`src/rtl/sw_io_pkg.sv`:
```
// Shared constants and helpers for the switch input-conditioning path.
// Contents:
//   NUM_SW_DEFAULT, SYNC_STAGES_DEFAULT, DEBOUNCE_CYCLES_DEFAULT, DEBOUNCE_CYCLES_SIM
//   cnt_width(n) : bits needed to hold 0..n
package sw_io_pkg;

    localparam int unsigned NUM_SW_DEFAULT          = 16;
    localparam int unsigned SYNC_STAGES_DEFAULT     = 2;
    localparam int unsigned DEBOUNCE_CYCLES_DEFAULT = 1000000;
    localparam int unsigned DEBOUNCE_CYCLES_SIM     = 4;

    // Width of a counter able to represent 0..n.
    function automatic int unsigned cnt_width(input int unsigned n);
        return $clog2(n + 1);
    endfunction

endpackage

```
`src/rtl/debounce_bit.sv`:
```
// One switch bit: synchronizer chain, stability counter, stable level and
// single-cycle rise/fall pulses.
// Ports:
//   clk, rst  : clock, synchronous active-high reset
//   raw       : asynchronous switch input
//   stable    : debounced level
//   rise/fall : one-cycle pulse on accepted 0->1 / 1->0
//   change_c  : combinational accept strobe (high on the edge that updates stable)
module debounce_bit
    import sw_io_pkg::*;
#(
    parameter int unsigned SYNC_STAGES     = SYNC_STAGES_DEFAULT,
    parameter int unsigned DEBOUNCE_CYCLES = DEBOUNCE_CYCLES_DEFAULT
) (
    input  logic clk,
    input  logic rst,
    input  logic raw,
    output logic stable,
    output logic rise,
    output logic fall,
    output logic change_c
);

    localparam int unsigned    CW       = cnt_width(DEBOUNCE_CYCLES);
    localparam logic [CW-1:0]  CNT_LAST = CW'(DEBOUNCE_CYCLES - 1);

    logic [SYNC_STAGES-1:0] sync_q;
    logic                   synced;
    logic [CW-1:0]          cnt;

    assign synced   = sync_q[SYNC_STAGES-1];
    assign change_c = (synced != stable) && (cnt == CNT_LAST);

    // Synchronizer, counter, stable level and pulses.
    always_ff @(posedge clk) begin
        if (rst) begin
            sync_q <= '0;
            cnt    <= '0;
            stable <= 1'b0;
            rise   <= 1'b0;
            fall   <= 1'b0;
        end else begin
            sync_q <= {sync_q[SYNC_STAGES-2:0], raw};
            rise   <= change_c & synced;
            fall   <= change_c & ~synced;
            // Any return to the stable value restarts the count.
            if (synced == stable) begin
                cnt <= '0;
            end else if (change_c) begin
                stable <= synced;
                cnt    <= '0;
            end else begin
                cnt <= cnt + CW'(1);
            end
        end
    end

endmodule

```
`src/rtl/switch_debouncer.sv`:
```
// Board switch conditioning: per-bit synchronize + debounce, with clean
// levels and rise/fall pulses. Optional sticky change flags and irq are
// built when SW_CHANGE_IRQ_EN is defined; otherwise they read 0.
// Ports:
//   clk, rst       : clock, synchronous active-high reset
//   switches_raw   : asynchronous switch inputs
//   switches       : debounced levels
//   sw_rise/sw_fall: one-cycle pulses on accepted transitions
//   flags_clr      : write-1-to-clear for change_flags
//   change_flags   : sticky per-bit change flags
//   irq            : OR of change_flags
module switch_debouncer
    import sw_io_pkg::*;
#(
    parameter int unsigned NUM_SW          = NUM_SW_DEFAULT,
    parameter int unsigned SYNC_STAGES     = SYNC_STAGES_DEFAULT,
    parameter int unsigned DEBOUNCE_CYCLES = DEBOUNCE_CYCLES_DEFAULT
) (
    input  logic              clk,
    input  logic              rst,
    input  logic [NUM_SW-1:0] switches_raw,
    output logic [NUM_SW-1:0] switches,
    output logic [NUM_SW-1:0] sw_rise,
    output logic [NUM_SW-1:0] sw_fall,
    input  logic [NUM_SW-1:0] flags_clr,
    output logic [NUM_SW-1:0] change_flags,
    output logic              irq
);

    logic [NUM_SW-1:0] change_c;

    // Independent debouncer per switch bit.
    for (genvar i = 0; i < NUM_SW; i++) begin : g_bit
        debounce_bit #(
            .SYNC_STAGES     (SYNC_STAGES),
            .DEBOUNCE_CYCLES (DEBOUNCE_CYCLES)
        ) u_bit (
            .clk      (clk),
            .rst      (rst),
            .raw      (switches_raw[i]),
            .stable   (switches[i]),
            .rise     (sw_rise[i]),
            .fall     (sw_fall[i]),
            .change_c (change_c[i])
        );
    end

`ifdef SW_CHANGE_IRQ_EN
    logic [NUM_SW-1:0] flags_q;

    // Sticky flags set on the same edge as the pulses; a set beats a clear.
    always_ff @(posedge clk) begin
        if (rst) begin
            flags_q <= '0;
        end else begin
            flags_q <= (flags_q & ~flags_clr) | change_c;
        end
    end

    assign change_flags = flags_q;
    assign irq          = |flags_q;
`else
    logic unused_inputs;

    assign change_flags  = '0;
    assign irq           = 1'b0;
    assign unused_inputs = ^{flags_clr, change_c};
`endif

endmodule

```
`config.mk`:
```
export PLATFORM = sky130hd
export DESIGN_NAME = switch_debouncer
export DESIGN_NICKNAME = d
export VERILOG_FILES = /design/src/rtl/sw_io_pkg.sv /design/src/rtl/debounce_bit.sv /design/src/rtl/switch_debouncer.sv
export SDC_FILE = /design/constraint.sdc
export NUM_CORES = 1
export LEC_CHECK = 0
export BUFFER_PORTS_ARGS = -buffer_cell sky130_fd_sc_hd__buf_2
export CAP_MARGIN = 0
export CORE_MARGIN = 2
export CORE_UTILIZATION = 40
export CTS_CLUSTER_DIAMETER = 60
export DETAILED_ROUTE_END_ITERATION = 16
export HOLD_SLACK_MARGIN = 0.03
export MAX_ROUTING_LAYER = met4
export PLACE_DENSITY = 0.57
export SYNTH_ARGS = -nofsm -noshare
export SYNTH_HDL_FRONTEND = slang
export SYNTH_SLANG_ARGS = --single-unit
```
`constraint.sdc`:
```
create_clock -name clk -period 2.4 [get_ports clk]
set_clock_uncertainty 0.1 [all_clocks]
set_input_delay 0.24 -clock clk [delete_from_list [all_inputs] [get_ports clk]]
set_output_delay 0.24 -clock clk [all_outputs]
set_load 0.02 [all_outputs]
```
==> flow_summary.json <==
{
  "cts.path.max_buffers": 3,
  "finalWirelength_mm": 33.36,
  "slew_headroom": 0.5736,
  "worst_ep_required_time_ps": 2760,
  "worst_pin_slew_ps": 633.8,
  "drc": 0,
  "power.total_mw": 14.20,
  "dieWidth_um": 213.6,
  "end_kind": "flip-flop",
  "globalplace.congestion": 0.8065,
  "syn_area_per_cell_um2": 8.902,
  "ios": 99,
  "arrival_ps": 2510,
  "start_util": 0.4070,
  "die_h_um": 213.6,
  "cp-start-kind": "flip-flop",
  "fin_setup_tns_ps": 0,
  "yosysTopAreaCell": "dfxtp_1",
  "cts_tree": "built",
  "drt_iter0_drc": 635,
  "grt_use_total": 0.1543,
  "cts_root_buffer": "clkbuf_16",
  "timing.hold.ws_ps": 308.2,
  "reg2reg_setup_slack_ps": 260,
  "status": "complete, no violations",
  "slew_viol_final": 0,
  "grt_pass1_wl_mm": 58.48,
  "final_cell_mix": "dfxtp_1 (400), nor2_1 (269), xnor2_1 (144), nand3_1 (110), nand2_1 (97)",
  "yosys_warnings": 0,
  "std_cell_rows": 76,
  "ys_async_sr_fraction": 0,
  "p_leak_nw": 6.234,
  "rsz0062_at_grt": "no",
  "min_to": "g_bit[10].u_bit.sync_q[0]",
  "clock.fmax_mhz": 466.6,
  "netlist_instances": 1974,
  "r2r-start": "g_bit[8].u_bit.cnt[14]",
  "syn_area_mm2": 0.01757,
  "synth.yosys.seq_area_share": 0.4557,
  "whs_path_depth": 3,
  "dp_hpwl_mm": 22.39,
  "synth_enable_flop_cells": 0,
  "period_share": 0.8929,
  "grt_max_degree": 32,
  "htreeDepth": 2,
  "routed-via-count": 13679,
  "instances_no_fill": 2673,
  "io_buffers": 65,
  "wl_per_cell_um": 12.48,
  "synth_top_area_share": 0.4557,
  "path_clk_slew_ps": 60,
  "area_growth_pct": 14.72,
  "ys.flop_type": "dfxtp_1",
  "drive_gt1_frac": 0.1073,
  "ys_types": 54,
  "first_pass_iters": 5,
  "ant_nets": 0,
  "irDropWorstVdd_uv": 606.1,
  "cp_max_fo": 19,
  "layout_commonest_cell": "dfxtp_1",
  "antenna_found_initial": 0,
  "nNetsFinal": 2102,
  "synth-seq-cells": 400,
  "core_area_mm2": 0.04317,
  "viasPerCell": 5.117,
  "timing.rr.end": "g_bit[8].u_bit.cnt[2]",
  "ctsResizeCount": 0,
  "finalHoldViolCount": 0,
  "maxCapViolations": 0,
  "die-area_mm2": 0.04562,
  "p_per_area_mw_per_mm2": 704.6,
  "insertion_delay_ps": 580,
  "hp-start": "switches_raw[10]",
  "grt_overflow": 0,
  "hold_path.class": "in2reg",
  "finalSetupViolCount": 0,
  "place_inst": 2568,
  "min_period_ps": 2143,
  "numCtsBuffers": 47,
  "critPathKind": "reg2reg",
  "clock-sinks": 400,
  "n_antenna_cell": 0,
  "ff2ff_path_depth": 5,
  "synth_area_leaders": "dfxtp_1 (46%), xnor2_1 (7.2%), nor2_1 (5.7%)",
  "grt_pass1_vias": 12931
}
==> registers in the layout (all words and copies together) (netlist names) <==
signal / count
g_bit.u_bit.stable: 16
g_bit.u_bit.sync_q: 32
g_bit.u_bit.rise: 16
g_bit.u_bit.cnt: 320
g_bit.u_bit.fall: 16
==> how the worst max path moves through the flow <==
stage,from,endpoint,slack [ps],depth (start not counted)
finish,g_bit[8].u_bit.cnt[14],g_bit[8].u_bit.cnt[2],260,5
global route,g_bit[3].u_bit.cnt[0],g_bit[3].u_bit.cnt[18],80,5
CTS,g_bit[8].u_bit.cnt[14],g_bit[8].u_bit.cnt[2],260,5
global placement,g_bit[7].u_bit.cnt[13],g_bit[7].u_bit.fall,260,4
floorplan,g_bit[0].u_bit.cnt[0],g_bit[0].u_bit.cnt[12],280,6
detailed placement,g_bit[8].u_bit.cnt[14],g_bit[8].u_bit.cnt[11],270,5
==> power by group <==
group	leakage [nW]	switching (mW)	total [mW]	internal (mW)
combinational	2.21	0.123	0.211	0.0871
clock	0.797	2.84	7.30	4.46
sequential	3.23	0.0236	6.70	6.67
total	6.23	2.98	14.2	11.2
==> metal layers <==
| layer | wire [um] | global-route usage |
|---|---|---|
| met1 | 16380 | 0.1952 |
| met4 | 771 | 0.05532 |
| met3 | 1159 | 0.02827 |
| met2 | 15050 | 0.2471 |
| met5 | 0 | - |
==> final cells by class <==
cell class                 instances  area (um2)
clock buffer                      63        1338
clock inverter                    22       266.5
inverter                          53       198.9
tap                              585       732.0
timing repair buffer             130       915.9
multi-input combinational       1420        8700
fill                            4203       23010
sequential                       400        8008
==> critical path, cell delays in order, from the launching register on <==
cell and delay (ps):
dfxtp_1 430, or4b_1 500, or4_4 560, o21ai_4 120, buf_4 240, nor2_1 80
==> metrics by stage <==
stage	utilization	setup slack, ps	cell area (um2)
after floorplan	-	275.6	17630
after global placement	0.4251	257.6	18350
after detailed placement	0.4251	273.7	18350
after CTS	0.4669	257.0	20160
after global routing	0.4669	81.56	20160
final	0.4669	256.9	20160
==> synth_stat cells, types with 53 or more instances <==
library cell	instances
a21oi_1	94
buf_4	69
nor4_1	65
dfxtp_1	400
nand3_1	110
nand2_1	97
xor2_1	78
o21ai_0	58
inv_1	53
nand4_1	80
xnor2_1	144
nor2_1	269
==> what timing repair did <==
item,CTS,global route
setup buffers,0,0
hold buffers,20,0
hold endpoints to repair,24,0
==> kinds of logic (layout without fill, tap and decap cells) <==
logic type,count (synthesis),count (layout),share of synthesized area
compound gates,208,208,0.07241
xor+xnor,222,222,0.1107
fa+ha+maj,16,16,0.01139
buf+inv,170,268,0.05262
flops,400,400,0.4557
mux,1,1,0.0005697
other cells,1,17,0.0002134
simple gates,956,956,0.2964
(Power assumes the default switching activity.)
